[src/rtl/ultrasonic_ranger_if.sv]
// Pin bundle between the ranger and its three HC-SR04-class sensors plus the result outputs.
// upd is a one-cycle strobe coinciding with a dist_* write; valid is a level that stays high once set.
interface ultrasonic_ranger_if;
   logic       echo_m;
   logic       echo_r;
   logic       echo_l;
   logic       trig_m;
   logic       trig_r;
   logic       trig_l;
   logic [7:0] dist_m;
   logic [7:0] dist_r;
   logic [7:0] dist_l;
   logic [1:0] sel;
   logic       upd;
   logic       valid;
   logic [1:0] dbg_state;

   modport master (
      input  echo_m, echo_r, echo_l,
      output trig_m, trig_r, trig_l,
      output dist_m, dist_r, dist_l,
      output sel, upd, valid, dbg_state
   );

   modport slave (
      output echo_m, echo_r, echo_l,
      input  trig_m, trig_r, trig_l,
      input  dist_m, dist_r, dist_l,
      input  sel, upd, valid, dbg_state
   );
endinterface

[src/rtl/ultrasonic_ranger.sv]
// Round-robin trigger/echo timer for three ultrasonic sensors producing 8-bit cm distances.
// Define RANGER_TIMEOUT_HOLD_EN to keep the previous distance on timeout instead of writing 255.
module ultrasonic_ranger #(
   parameter int TRIG_CYC = 500,
   parameter int CM_CYC   = 2900,
   parameter int RISE_TO  = 1_500_000,
   parameter int ECHO_TO  = 1_500_000,
   parameter int GAP_CYC  = 500_000
) (
   input logic clk,
   input logic rst,
   ultrasonic_ranger_if.master bus
);

   typedef enum logic [1:0] {
      S_TRIG      = 2'd0,
      S_WAIT_RISE = 2'd1,
      S_MEASURE   = 2'd2,
      S_GAP       = 2'd3
   } state_t;

   state_t      state_q;
   logic [31:0] cnt_q;
   logic [31:0] sub_q;
   logic [31:0] sub_d;
   logic [7:0]  cm_q;
   logic [7:0]  cm_d;
   logic [1:0]  sel_q;
   logic [2:0]  trig_q;
   logic [7:0]  dist_m_q;
   logic [7:0]  dist_r_q;
   logic [7:0]  dist_l_q;
   logic        upd_q;
   logic        valid_q;
   logic [2:0]  echo_s1_q;
   logic [2:0]  echo_s2_q;

   logic        echo_sel;
   logic [2:0]  sel_onehot;
   logic        wr_en;
   logic        wr_timeout;
   logic        dist_wr;
   logic [7:0]  wr_val;
   logic [31:0] base_sub;
   logic [7:0]  base_cm;

   always_comb begin
      echo_sel   = 1'b0;
      sel_onehot = 3'b000;
      case (sel_q)
         2'd0:    begin echo_sel = echo_s2_q[0]; sel_onehot = 3'b001; end
         2'd1:    begin echo_sel = echo_s2_q[1]; sel_onehot = 3'b010; end
         default: begin echo_sel = echo_s2_q[2]; sel_onehot = 3'b100; end
      endcase
   end

   // The rise cycle seen in WAIT_RISE is the first counted echo-high clock.
   always_comb begin
      base_sub = (state_q == S_WAIT_RISE) ? 32'd0 : sub_q;
      base_cm  = (state_q == S_WAIT_RISE) ? 8'd0  : cm_q;
      if (base_sub == 32'(CM_CYC - 1)) begin
         sub_d = 32'd0;
         cm_d  = (base_cm == 8'd255) ? 8'd255 : base_cm + 8'd1;
      end else begin
         sub_d = base_sub + 32'd1;
         cm_d  = base_cm;
      end
   end

   // Timeouts take priority over the echo level on the cycle the limit is reached.
   always_comb begin
      wr_en      = 1'b0;
      wr_timeout = 1'b0;
      case (state_q)
         S_WAIT_RISE: begin
            if (cnt_q == 32'(RISE_TO)) begin
               wr_en      = 1'b1;
               wr_timeout = 1'b1;
            end
         end
         S_MEASURE: begin
            if (cnt_q == 32'(ECHO_TO)) begin
               wr_en      = 1'b1;
               wr_timeout = 1'b1;
            end else if (!echo_sel) begin
               wr_en = 1'b1;
            end
         end
         default: ;
      endcase
   end

`ifdef RANGER_TIMEOUT_HOLD_EN
   assign dist_wr = wr_en && !wr_timeout;
   assign wr_val  = cm_q;
`else
   assign dist_wr = wr_en;
   assign wr_val  = wr_timeout ? 8'd255 : cm_q;
`endif

   always_ff @(posedge clk) begin
      if (rst) begin
         state_q   <= S_TRIG;
         cnt_q     <= 32'd0;
         sub_q     <= 32'd0;
         cm_q      <= 8'd0;
         sel_q     <= 2'd0;
         trig_q    <= 3'b000;
         dist_m_q  <= 8'd0;
         dist_r_q  <= 8'd0;
         dist_l_q  <= 8'd0;
         upd_q     <= 1'b0;
         valid_q   <= 1'b0;
         echo_s1_q <= 3'b000;
         echo_s2_q <= 3'b000;
      end else begin
         echo_s1_q <= {bus.echo_l, bus.echo_r, bus.echo_m};
         echo_s2_q <= echo_s1_q;
         upd_q     <= wr_en;
         if (dist_wr) begin
            case (sel_q)
               2'd0:    dist_m_q <= wr_val;
               2'd1:    dist_r_q <= wr_val;
               default: dist_l_q <= wr_val;
            endcase
         end
         if (wr_en && sel_q == 2'd2) valid_q <= 1'b1;

         case (state_q)
            S_TRIG: begin
               if (cnt_q == 32'(TRIG_CYC)) begin
                  trig_q  <= 3'b000;
                  cnt_q   <= 32'd0;
                  state_q <= S_WAIT_RISE;
               end else begin
                  trig_q <= sel_onehot;
                  cnt_q  <= cnt_q + 32'd1;
               end
            end
            S_WAIT_RISE: begin
               if (wr_en) begin
                  cnt_q   <= 32'd0;
                  state_q <= S_GAP;
               end else if (echo_sel) begin
                  cnt_q   <= 32'd1;
                  sub_q   <= sub_d;
                  cm_q    <= cm_d;
                  state_q <= S_MEASURE;
               end else begin
                  cnt_q <= cnt_q + 32'd1;
               end
            end
            S_MEASURE: begin
               if (wr_en) begin
                  cnt_q   <= 32'd0;
                  state_q <= S_GAP;
               end else begin
                  cnt_q <= cnt_q + 32'd1;
                  sub_q <= sub_d;
                  cm_q  <= cm_d;
               end
            end
            default: begin
               if (cnt_q == 32'(GAP_CYC)) begin
                  cnt_q   <= 32'd0;
                  sel_q   <= (sel_q == 2'd2) ? 2'd0 : sel_q + 2'd1;
                  state_q <= S_TRIG;
               end else begin
                  cnt_q <= cnt_q + 32'd1;
               end
            end
         endcase
      end
   end

   assign bus.trig_m    = trig_q[0];
   assign bus.trig_r    = trig_q[1];
   assign bus.trig_l    = trig_q[2];
   assign bus.dist_m    = dist_m_q;
   assign bus.dist_r    = dist_r_q;
   assign bus.dist_l    = dist_l_q;
   assign bus.sel       = sel_q;
   assign bus.upd       = upd_q;
   assign bus.valid     = valid_q;
   assign bus.dbg_state = state_q;

endmodule

[src/flat_wrapper.sv]
// flat-port wrapper written by rule: the top's interface ports become plain ports
module ultrasonic_ranger_flat 
#(
   parameter int TRIG_CYC = 500,
   parameter int CM_CYC   = 2900,
   parameter int RISE_TO  = 1_500_000,
   parameter int ECHO_TO  = 1_500_000,
   parameter int GAP_CYC  = 500_000
)
  (clk, rst, bus_echo_m, bus_echo_r, bus_echo_l, bus_trig_m, bus_trig_r, bus_trig_l, bus_dist_m, bus_dist_r, bus_dist_l, bus_sel, bus_upd, bus_valid, bus_dbg_state);
  ultrasonic_ranger_if bus_i ();
  input logic clk;
  input logic rst;
  input wire logic [$bits(bus_i.echo_m)-1:0] bus_echo_m;
  input wire logic [$bits(bus_i.echo_r)-1:0] bus_echo_r;
  input wire logic [$bits(bus_i.echo_l)-1:0] bus_echo_l;
  output wire logic [$bits(bus_i.trig_m)-1:0] bus_trig_m;
  output wire logic [$bits(bus_i.trig_r)-1:0] bus_trig_r;
  output wire logic [$bits(bus_i.trig_l)-1:0] bus_trig_l;
  output wire logic [$bits(bus_i.dist_m)-1:0] bus_dist_m;
  output wire logic [$bits(bus_i.dist_r)-1:0] bus_dist_r;
  output wire logic [$bits(bus_i.dist_l)-1:0] bus_dist_l;
  output wire logic [$bits(bus_i.sel)-1:0] bus_sel;
  output wire logic [$bits(bus_i.upd)-1:0] bus_upd;
  output wire logic [$bits(bus_i.valid)-1:0] bus_valid;
  output wire logic [$bits(bus_i.dbg_state)-1:0] bus_dbg_state;
  assign bus_i.echo_m = bus_echo_m;
  assign bus_i.echo_r = bus_echo_r;
  assign bus_i.echo_l = bus_echo_l;
  assign bus_trig_m = bus_i.trig_m;
  assign bus_trig_r = bus_i.trig_r;
  assign bus_trig_l = bus_i.trig_l;
  assign bus_dist_m = bus_i.dist_m;
  assign bus_dist_r = bus_i.dist_r;
  assign bus_dist_l = bus_i.dist_l;
  assign bus_sel = bus_i.sel;
  assign bus_upd = bus_i.upd;
  assign bus_valid = bus_i.valid;
  assign bus_dbg_state = bus_i.dbg_state;
  ultrasonic_ranger #(.TRIG_CYC(TRIG_CYC), .CM_CYC(CM_CYC), .RISE_TO(RISE_TO), .ECHO_TO(ECHO_TO), .GAP_CYC(GAP_CYC)) u_core (.clk(clk), .rst(rst), .bus(bus_i));
endmodule
[config.mk]
export PLATFORM = sky130hd
export DESIGN_NAME = ultrasonic_ranger_flat
export DESIGN_NICKNAME = d
export VERILOG_FILES = /design/src/rtl/ultrasonic_ranger_if.sv /design/src/rtl/ultrasonic_ranger.sv /design/src/flat_wrapper.sv
export SDC_FILE = /design/constraint.sdc
export NUM_CORES = 1
export LEC_CHECK = 0
export CAP_MARGIN = 20
export CORE_MARGIN = 2
export CORE_UTILIZATION = 59
export DETAILED_ROUTE_END_ITERATION = 8
export PLACE_DENSITY_LB_ADDON = 0.05
export SLEW_MARGIN = 40
export SYNTH_ARGS = -nofsm -noshare
export SYNTH_HDL_FRONTEND = slang
export SYNTH_SLANG_ARGS = --single-unit
[constraint.sdc]
create_clock -name clk -period 4.28 [get_ports clk]
set_clock_uncertainty 0.15 [all_clocks]
set_input_delay 0.856 -clock clk [delete_from_list [all_inputs] [get_ports clk]]
set_output_delay 0.856 -clock clk [all_outputs]
set_load 0.1 [all_outputs]
* Word-level counts from Yosys, hierarchy flattened *
Cells that the tools add are included.

operators by class
  equality and inequality tests = 15
  $add $sub $neg = 4
  reduce and logical (&&, ||, !) cells = 14
  bitwise gates (word level) = 2
  multiplexer cells = 35

operator list
  operator                                          number
  2-to-1 mux 32 bit                                 10
  case mux 32 bit (3 select lines)                  1
  adder 32 x 1 -> 32 bit (second input constant)    2
  case mux 32 bit (2 select lines)                  1
  2-to-1 mux 8 bit                                  7
  == test 32 x 12 -> 1 bit (second input constant)  1
  == test 32 x 19 -> 1 bit (second input constant)  1
  == test 32 x 21 -> 1 bit (second input constant)  1
  == test 32 x 9 -> 1 bit (second input constant)   1
  case mux 8 bit (2 select lines)                   1
  2-to-1 mux 2 bit                                  6
  adder 8 x 1 -> 8 bit (second input constant)      1
  == test 8 bit (second input constant)             1
  AND reduction 2 bit                               4
  AND reduction 4 bit                               2
  != test 2 x 1 -> 1 bit (second input constant)    3
  case mux 2 bit (3 select lines)                   1
  case mux 3 bit (2 select lines)                   1
  == test 2 x 1 -> 1 bit (second input constant)    2
  == test 2 bit (second input constant)             2
  zero test 2 bit                                   2
  2-to-1 mux 1 bit                                  4
  != test 2 bit (second input constant)             2
  case mux 1 bit (2 select lines)                   2
  9 further kinds                                   11

storage, ports and cells
  input bits = 5
  output and inout port bits = 33
  flip-flop bits (word level) = 111
  logic and storage cells = 83

* Depth between registers and ports, before layout *
Gate-level depths: netlist of the first run.

  depth after elaboration = 8
  gate-level depth with buffers = 15
  gate-level depth less buffers = 10

* Worst setup path before layout of the first run *
OpenSTA, ideal clock, no wires.

  kind = register to register
  start = register u_core.state_q[0], in the netlist u_core.bus.dbg_state[0]
  end = register u_core.sub_q[17]
  setup slack = 0.023 ns
  library setup time = 0.070 ns
  arrival = 4.036 ns
  data required time = 4.060 ns
  path buffers = 4
  clock period less this slack = 4.257 ns
  cell stages (with the launch flop) = 14
  cells stage by stage = dfxtp_1 -> ha_1 -> clkbuf_1 -> clkbuf_1 -> buf_1 -> nor2b_1 -> ha_1 -> nor4bb_1 -> nand2_1 -> nor3_2 -> or3_1 -> clkbuf_1 -> or4_1 -> a21oi_1

between the ends
  word-level cells in the longest chain between the ends = 7

ends and longest elaborated chain
  element                                                                    RTL line                                                                    RTL
  from (decl)                                                                ultrasonic_ranger.sv:22                                                     state_t state_q;
  from (signal assigned)                                                     ultrasonic_ranger.sv:103                                                    state_q <= S_TRIG;
  from (signal assigned)                                                     ultrasonic_ranger.sv:134                                                    state_q <= S_WAIT_RISE;
  from (signal assigned)                                                     ultrasonic_ranger.sv:143                                                    state_q <= S_GAP;
  == test 2 x 1 -> 1 bit                                                     ultrasonic_ranger.sv:59, ultrasonic_ranger.sv:74, ultrasonic_ranger.sv:129
  2-to-1 mux 32 bit                                                          ultrasonic_ranger.sv:59                                                     base_sub = (state_q == S_WAIT_RISE) ? 32'd0 : sub_q;
  adder 32 x 1 -> 32 bit / == test 32 x 12 -> 1 bit (equally long branches)  ultrasonic_ranger.sv:65, ultrasonic_ranger.sv:61
  2-to-1 mux 32 bit                                                          ultrasonic_ranger.sv:61                                                     if (base_sub == 32'(CM_CYC - 1)) begin
  2-to-1 mux 32 bit                                                          ultrasonic_ranger.sv:144                                                    end else if (echo_sel) begin
  2-to-1 mux 32 bit                                                          ultrasonic_ranger.sv:141                                                    if (wr_en) begin
  case mux 32 bit (2 select lines)                                           ultrasonic_ranger.sv:129                                                    case (state_q)
  to (signal assigned)                                                       ultrasonic_ranger.sv:146                                                    sub_q <= sub_d;
  to (signal assigned)                                                       ultrasonic_ranger.sv:159                                                    sub_q <= sub_d;
  to (decl)                                                                  ultrasonic_ranger.sv:24                                                     logic [31:0] sub_q;

Parallel ways exist; a longest one is shown, timed or not. The select of a mux whose other input is x is not followed.
A chain may end at the register's enable or synchronous reset.

* Worst setup path in the final report of the first run *
  start = register u_core.state_q[1], in the netlist u_core.bus.dbg_state[1]
  end = register u_core.sub_q[20]

The elaborated chain is that of the path after synthesis.

==> results of run 1 <==
layout by cell type (no fill, tap or decap), drive strengths merged, types with 2 or more instances in the layout:
master	count
dfxtp	111
nor2	103
a21oi	47
buf	42
o21ai	36
nand2	33
nand3	28
a211oi	28
nand4	22
nor2b	19
xor2	16
xnor2	15
inv	15
nor4	15
or3	14
or4	14
and3	12
a31oi	12
clkbuf	12
nor3	11
nor4b	10
ha	9
and4	7
and2	6
a41oi	5
or3b	5
mux2i	4
and4b	4
nor3b	3
clkdlybuf4s50	3
o31ai	3
a2111oi	2
or4b	2
nand2b	2
nand3b	2
o32ai	2
o41ai	2
o21a	2
clkinv	2
per-layer routing:
layer | wire length, um | up-vias
li1 | - | 2505
met1 | 5910 | 2390
met2 | 6480 | 129
met3 | 640 | 14
met4 | 166 | 0
met5 | 0 | -
final cells by class:
| class | instances | area, sq um | share of cell area [%] |
|---|---|---|---|
| clock inverters | 3 | 43.8 | 0.718 |
| multi-input cells | 511 | 3210 | 52.7 |
| well taps | 129 | 161 | 2.64 |
| inverters | 15 | 56.3 | 0.923 |
| repair buffers | 45 | 260 | 4.26 |
| clock buffers | 12 | 145 | 2.38 |
| flip-flops and latches | 111 | 2220 | 36.4 |
logic make-up (layout without fill, tap and decap cells):
kind of cell	count (synthesis)	in the layout	synth area share (%)
xor+xnor	31	31	4.79
fa+ha+maj	9	9	1.99
compound gates	149	149	17.7
buf+inv	55	75	4.22
simple gates	318	318	31.3
flops	111	111	39.2
mux	4	4	0.707
critical path, stage by stage (launching register included):
cell and delay, ns:
dfxtp_1 0.44, inv_1 0.09, ha_1 0.23, nor2b_1 0.21, ha_1 0.30, nor4bb_1 0.44, nand2_1 0.16, nor3_2 0.45
or3_1 0.54, nand4bb_1 0.20, a21oi_1 0.07
flip-flops by register name, summed over array words and instances, names as in the netlist, 3 cells and up:
| register | count |
|---|---|
| u_core.sub_q | 32 |
| u_core.cnt_q | 32 |
| u_core.trig_q | 3 |
| u_core.echo_s1_q | 3 |
| u_core.echo_s2_q | 3 |
| u_core.bus.dist_m | 8 |
| u_core.bus.dist_r | 8 |
| u_core.cm_q | 8 |
| u_core.bus.dist_l | 8 |
power breakdown:
part           internal, mW  switching, mW  total (mW)
combinational        0.0718          0.149       0.220
clock                 0.285          0.340       0.624
sequential             1.05         0.0222        1.07
how the worst max path moves through the flow:
stage	startpoint	to	slack [ns]	depth (start not counted)
after floorplan	u_core.bus.dbg_state[0]$_SDFFE_PP0P_	u_core.sub_q[17]$_SDFFE_PP0P_	0.02	13
after global placement	u_core.bus.dbg_state[1]$_SDFFE_PP0P_	u_core.sub_q[20]$_SDFFE_PP0P_	1.13	10
after detailed placement	u_core.bus.dbg_state[1]$_SDFFE_PP0P_	u_core.sub_q[20]$_SDFFE_PP0P_	0.89	10
after CTS	u_core.bus.dbg_state[1]$_SDFFE_PP0P_	u_core.sub_q[20]$_SDFFE_PP0P_	0.88	10
after global routing	u_core.bus.dbg_state[1]$_SDFFE_PP0P_	u_core.sub_q[11]$_SDFFE_PP0P_	0.52	10
final	u_core.bus.dbg_state[1]$_SDFFE_PP0P_	u_core.sub_q[20]$_SDFFE_PP0P_	0.87	10
==> metrics.txt, run 1 <==
status=finished clean; Req. time, crit path=4.37 ns; post-synth top area cell=dfxtp_1; Worst-Margin Slew=0.805 ns; Post-CTS Hold Buffers=0; synthesis-to-layout area growth=7.75%; Filler Cell Count=861; clk root buf=clkbuf_8; Max-Cap Viols=0; Post-synth EDFFs=0; critical path capture point type=flip-flop; 1st-iter DRT viols=329; Reg-to-Reg End=u_core.sub_q[20]$_SDFFE_PP0P_; Die W=102 um; row count=35; Unique masters post-synth=67; starting density of the core=61.0%; Yosys top cell area share=39.2%; wire per inst=16.0 um; CTS clk-pin slew, worst paths=0.10 ns; Leak=2.02 nW; FMAX=0.293 GHz; max_slew headroom=45.8%; wire length of the first global-routing pass=22000 um; post-synth net total=691; Final ANT Viol Nets=0; Post-Place Worst Slack=0.892 ns; Area contributors post-synth=dfxtp_1 (39%), nor2_1 (6.8%), a21oi_1 (4.2%); layout cells sized above 1=11.0%; largest net degree at the start of global routing=61; worst reg-to-reg setup slack=0.87 ns; final setup vio count=0; GR Layer Usage met2=43.6%; r2r startpoint=u_core.bus.dbg_state[1]$_SDFFE_PP0P_; grt met3 use=5.54%; DRC=0; busiest grt layer=met2; Critical Path AT=3.50 ns; IR drop worst, VDD=353 uV; cell with the most instances after synthesis=dfxtp_1; CTS H-tree depth=3; Hold Slack=0.308 ns; Total GRT Usage=26.0%; Mean Syn Cell Area=8.37 sq um; Seq cells post-synth=111; Power Dens Cells=314 nW/um^2; worst reg-to-reg path cell count=10; number of global-route vias before repair=4776; post-route minimum period=3.41 ns; fin cells=826; Via Count=5038; Post-Layout Inst Area=6100 sq um; Main synth FF type=dfxtp_1; final wirelength=13200 um; Final nets=707; Setup TNS=0 ns; Post-DP Area=5910 sq um; Seq/Total Area, Yosys=39.2%; Final Max Tran Viols=0; Final Util=65.7%; gr ovfl total=0; Post-CTS Setup Repair Bufs=0; core area=9280 sq um; routing usage on met1=33.6%; antenna cells=0; Longest Clk Path Bufs=2; Final Cycle Share=79.7%; 1st-pass router iterations=4; min setup slack post-route=0.868 ns; Post-DP HPWL=9210 um; Post-Syn Instances=677; CTS Sinks=111; clk_lat worst skew=0.37 ns; Synth Cell Area=5660 sq um; gpl congestion=0.879; Die Span Y=102 um; Tot Pwr=1.92 mW; # IOs=38; placed insts=811; Fin. Hold Viols=0; RSZ-0062 raised after global routing=no; die area=10400 sq um; number of gates resized after cts=0; ys async rst share=0%; CP Max Fanout=17; IO buf count=37; via-per-instance ratio=6.10; HP Class=reg2reg; top post-synthesis cells by count=dfxtp_1 (111), nor2_1 (102), a21oi_1 (47), nand2_1 (33), nand3_1 (28); Num CTS Buffers=9; synth warn=0; Startpoint Class=flip-flop; CTS tree=yes; Crit Path Class=reg2reg; initial antenna violation count=0; hold path start=u_core.echo_s1_q[0]$_SDFF_PP0_; WHS Endpoint=u_core.echo_s2_q[0]$_SDFF_PP0_; Hold Crit Depth=1
Note: power is estimated with default switching activity, not from simulation.
==> inputs of run 2 (changes only) <==
==> constraint.sdc (replaced) <==
create_clock -name clk -period 3.22 [get_ports clk]
set_clock_uncertainty 0.15 [all_clocks]
set_input_delay 0.644 -clock clk [delete_from_list [all_inputs] [get_ports clk]]
set_output_delay 0.644 -clock clk [all_outputs]
set_load 0.1 [all_outputs]
==> run 2 against run 1 <==
Maximum frequency grew 19%. Setup slack lost 0.52 ns. Design area grew 3.8%. Via count grew 0.81%. Register-to-register slack lost 0.52 ns. Sequential cell count is the same. Sequential share of layout area shrank 1.2 points. Die area is the same. Sequential power grew 34%. Combinational power grew 40%.
==> metrics.txt, run 2 (synthesis results as in run 1) <==
clk root buf=clkbuf_8; Req. time, crit path=3.36 ns; row count=35; wire length of the first global-routing pass=22000 um; IO buf count=37; Worst-Margin Slew=0.799 ns; Fin. Hold Viols=0; register share of total power=53.2%; Post-Layout Inst Area=6340 sq um; worst reg-to-reg path cell count=10; FMAX=0.348 GHz; Clock power frac=35.3%; CP Max Fanout=14; post-route minimum period=2.88 ns; cell mode on critical path=nor2b_1; largest net degree at the start of global routing=62; Gate power share=11.5%; Filler Cell Count=761; critical path capture point type=flip-flop; CTS tree=yes; final wirelength=13000 um; final setup vio count=0; Final Cycle Share=89.3%; wire per inst=15.7 um; CP max stage delay=0.44 ns; layout cells sized above 1=13.2%; Hold Slack=0.308 ns; die area=10400 sq um; Num CTS Buffers=9; Post-DP Area=6100 sq um; Power Dens Cells=423 nW/um^2; clk_lat worst skew=0.38 ns; commonest non-fill, non-tap cell in the layout=dfxtp_1; worst reg-to-reg setup slack=0.34 ns; switching power=0.700 mW; gr ovfl total=0; Via Count=5079; HP Class=reg2reg; Setup TNS=0 ns; min setup slack post-route=0.344 ns; IR drop worst, VDD=272 uV; CP delay by family, top=simple AND/OR/NAND/NOR gates; Post-CTS Setup Repair Bufs=0; Final ANT Viol Nets=0; via-per-instance ratio=6.10; Bufs and invs on worst path=1; area occupied by multi-input gates=3250 sq um; internal power=1.98 mW; most frequent cells in the layout=dfxtp_1 (109), nor2_1 (101), a21oi_1 (47); fin cells=832; CTS Sinks=111; Reg-to-Reg End=u_core.cm_q[3]$_SDFFE_PP0P_; status=finished clean; RSZ-0062 raised after global routing=no; Max-Cap Viols=0; Final nets=712; Sw Ratio=26.1%; stages on the worst setup path=10; Post-Place Worst Slack=0.294 ns; Post-DP HPWL=9140 um; Crit Path Class=reg2reg; crit path cell chain=inv_2 > ha_4 > nor2b_1 > ha_2 > nor4bb_4 > nand4_1 > nor4_1 > nor2b_1 > o21ai_0 > a221oi_1; Longest Clk Path Bufs=2; number of global-route vias before repair=4704; CTS clk-pin slew, worst paths=0.10 ns; gpl congestion=0.905; synthesis-to-layout area growth=11.9%; hold path start=u_core.echo_s1_q[1]$_SDFF_PP0_; # IOs=38; placed insts=816; top flop regs=u_core.cnt_q (32), u_core.sub_q (32); starting density of the core=61.0%; DRC=0; initial antenna violation count=0; Final Max Tran Viols=0; Sequential cell area=2230 sq um; max_slew headroom=46.2%; 1st-pass router iterations=5; Worst path slowest cell=nor4_1; core area=9280 sq um; Hold Crit Depth=1; antenna cells=0; CTS H-tree depth=3; 1st-iter DRT viols=288; Leak=2.09 nW; Total GRT Usage=26.1%; Die Span Y=102 um; Startpoint Class=flip-flop; r2r startpoint=u_core.bus.dbg_state[1]$_SDFFE_PP0P_; Die W=102 um; WHS Endpoint=u_core.echo_s2_q[1]$_SDFF_PP0_; Critical Path AT=3.02 ns
-- run 2: changes by cell type in the layout (fill, tap and decap cells not counted), moves of 2 or more --
cell / previous run / this run
o41ai_2: 0 / 2
ha_1: 9 / 7
dfxtp_1: 111 / 109
buf_12: 0 / 2
buf_4: 8 / 44
o41ai_1: 2 / 0
clkbuf_1: 2 / 0
dfxtp_4: 0 / 2
buf_2: 34 / 1
-- run 2: layer usage --
metal	vias up	share of wire (%)	track usage, %
li1	2525	-	-
met1	2387	44	32.7
met2	150	49	44.6
met3	17	5.3	6.43
met4	0	1.6	7.49
met5	-	0	0
-- run 2: area by class of cell --
| cell class | instances | share of cell area [%] |
|---|---|---|
| Tap cell | 129 | 2.55 |
| Clock buffer | 11 | 2.39 |
| Inverter | 15 | 0.888 |
| Multi-Input combinational cell | 511 | 51.4 |
| Clock inverter | 5 | 1.24 |
| Sequential cell | 111 | 35.2 |
| Timing Repair Buffer | 50 | 6.40 |
-- run 2: worst max path at each step --
stage	slack (ns)	to	startpoint
3_5_place_dp	0.29	u_core.cm_q[7]$_SDFFE_PP0P_	u_core.bus.dbg_state[1]$_SDFFE_PP0P_
3_3_place_gp	0.49	u_core.cm_q[7]$_SDFFE_PP0P_	u_core.bus.dbg_state[1]$_SDFFE_PP0P_
4_1_cts	0.26	u_core.cm_q[7]$_SDFFE_PP0P_	u_core.bus.dbg_state[1]$_SDFFE_PP0P_
5_1_grt	0.05	u_core.cm_q[3]$_SDFFE_PP0P_	u_core.bus.dbg_state[1]$_SDFFE_PP0P_
6_report	0.34	u_core.cm_q[3]$_SDFFE_PP0P_	u_core.bus.dbg_state[1]$_SDFFE_PP0P_
2_1_floorplan	0.004	u_core.sub_q[14]$_SDFFE_PP0P_	u_core.bus.dbg_state[1]$_SDFFE_PP0P_
-- run 2: timing repair --
item | 4_1_cts | 5_1_grt
hold buffers | 0 | 0
endpoints found under the setup margin | 0 | 1
gates resized for setup | 0 | 1
-- run 2: power groups by stage --
stage	logic, mW	clock network [mW]	registers, mW
after CTS	0.307	0.962	1.43
after detailed placement	0.304	0	1.46
after global placement	0.300	0	1.46
final	0.309	0.947	1.43
after global routing	0.340	1.01	1.43
after floorplan	0.218	0	1.48
-- run 2: stage by stage --
stage	power (mW)	util, %
CTS	2.70	68.2
floorplan	1.70	-
global placement	1.76	65.7
finish	2.68	68.3
global route	2.78	68.3
detailed placement	1.76	65.7
==> RTL change, RTL diff (config.mk and constraints of run 1) <==
Compare `cnt_q` against `32'(TRIG_CYC)` with >= in place of ==.
--- a/src/rtl/ultrasonic_ranger.sv
+++ b/src/rtl/ultrasonic_ranger.sv
@@ -128,7 +128,7 @@
 
          case (state_q)
             S_TRIG: begin
-               if (cnt_q == 32'(TRIG_CYC)) begin
+               if (cnt_q >= 32'(TRIG_CYC)) begin
                   trig_q  <= 3'b000;
                   cnt_q   <= 32'd0;
                   state_q <= S_WAIT_RISE;
Formal check against the unedited RTL: no difference found for any inputs over 10 cycles, from zero or initial values and one cycle with rst high; that may be too few to reach the edited logic, so the function may still have changed.
==> RTL change against run 1 <==
Core utilization increased by 0.44 points. Global-route usage increased by 2.7 points. Routed wire length increased by 20%. Via count increased by 14%. Setup slack improved by 0.074 ns. Sequential cell count unchanged. Count of clock-buffer cells in the layout decreased by 2. Synthesized area increased by 5.6%. Final area increased by 6.5%.
Power is not compared: it rests on default switching activity, and its combinational part moved more than twofold at a synthesized area within 25%.
==> RTL change: results (changes against run 1) <==
| Metric | Value |
|---|---|
| Outcome | `finished clean (unchanged)` |
| Final nets | `716 (was 707)` |
| Slew margin rel. | `46.2% (was 45.8%)` |
| Drt pass-1 iters | `6 (was 4)` |
| Yosys warns | `0 (unchanged)` |
| GR Util All Layers | `28.7% (was 26.0%)` |
| Global-route wire length before repair | `26,000 um (was 22,000 um)` |
| Inserted Diodes | `0 (unchanged)` |
| Max-Cap Viols | `0 (unchanged)` |
| Unique cell type count in the Yosys netlist | `62 (was 67)` |
| Synth top cells by count | `dfxtp_1 (111), nor3_1 (51), nand2_1 (39) (was dfxtp_1 (111), nor2_1 (102), a21oi_1 (47))` |
| Vias/cell | `6.82 (was 6.10)` |
| Iteration-0 DRC Markers | `497 (was 329)` |
| Worst Hold Class | `reg2reg (unchanged)` |
| Area contributors post-synth | `dfxtp_1 (37%), nor3_1 (4.3%), o221a_2 (4.1%), nand4_1 (3.8%), xnor2_1 (2.9%) (was dfxtp_1 (39%), nor2_1 (6.8%), a21oi_1 (4.2%), a211oi_1 (3.0%), nand3_1 (2.5%))` |
| Clock Path Buffers | `2 (unchanged)` |
| Syn nets | `702 (was 691)` |
| Lkg Pwr | `2.21 nW` |
| CP peak stage delay | `0.56 ns (was 0.54 ns)` |
| Final-layout fill cell count | `849 (was 861)` |
| Clk Latency, worst-skew pair | `0.39 ns (was 0.37 ns)` |
| Vias in the first global route | `5,123 (was 4,776)` |
| Placer Congestion | `0.884 (was 0.879)` |
| Maximum vdd ir drop | `0.251 mV` |
| Share of post-route cells with drive strength above 1 | `15.3% (was 11.0%)` |
| Sequential fraction of the synthesis area | `37.2% (was 39.2%)` |
| Critical Path Fanout Max | `10 (was 17)` |
| Crit path max-delay family | `simple AND/OR/NAND/NOR gates (unchanged)` |
| Critical-path top delay cell | `or4_1 (was or3_1)` |
| Hpwl dp | `10,600 um (was 9210 um)` |
| WP data arrival | `3.49 ns (was 3.50 ns)` |
| Placed instance area | `6290 sq um (was 5910 sq um)` |
| WL/cell | `18.8 um (was 16.0 um)` |
| Largest net degree at the start of global routing | `58 (was 61)` |
| H-tree levels | `3 (unchanged)` |
| Num CTS Buffers | `9 (unchanged)` |
| CTS clock-pin slew for the worst setup and hold paths | `0.10 ns (about the same)` |
| Predominant post-synthesis flop cell | `dfxtp_1 (unchanged)` |
RTL change: cells by family after synthesis:
group | after synthesis | synth area share [%]
mux | 6 | 1.03
compound gates | 142 | 19.9
buf+inv | 72 | 4.75
flops | 111 | 37.2
simple gates | 317 | 30.8
xor+xnor | 31 | 4.54
fa+ha+maj | 9 | 1.88
RTL change: layer usage:
metal	track usage, %	vias up	wire length, um
met5	0	-	0
met4	9.52	0	314
met3	6.80	24	1240
met2	44.1	239	7180
met1	39.8	2745	7050
li1	-	2711	-
RTL change: layout make-up:
type                    count  share of cell area, %
inverters                  26                   1.50
clock inverters             5                  0.905
clock buffers              10                   2.12
repair buffers             49                   4.47
flip-flops and latches    111                   34.2
multi-input cells         505                   54.2
well taps                 133                   2.56
RTL change: worst paths after layout:
check	start	to	slack [ns]	cells past startpoint
worst min register to register	u_core.echo_s1_q[1]	u_core.echo_s2_q[1]	0.32	1
worst max-delay path	u_core.bus.dbg_state[1]	u_core.sub_q[16]	0.94	9
worst max register to register	u_core.bus.dbg_state[1]	u_core.sub_q[16]	0.94	9
worst min-delay path	u_core.echo_s1_q[1]	u_core.echo_s2_q[1]	0.32	1
RTL change: per-stage QoR:
step / hold WS [ns] / std cells / worst slack [ns]
floorplan: 0.264 / 688 / 0.134
CTS: 0.317 / 839 / 0.956
detailed placement: 0.300 / 824 / 0.986
finish: 0.315 / 839 / 0.941
global route: 0.327 / 839 / 0.681
global placement: 0.280 / 824 / 1.05
RTL change: report_power, final:
group          switching, mW  internal, mW  total [mW]
sequential            0.0324          1.06        1.09
clock                  0.363         0.283       0.646
combinational          0.348         0.141       0.489
total                  0.743          1.48        2.23
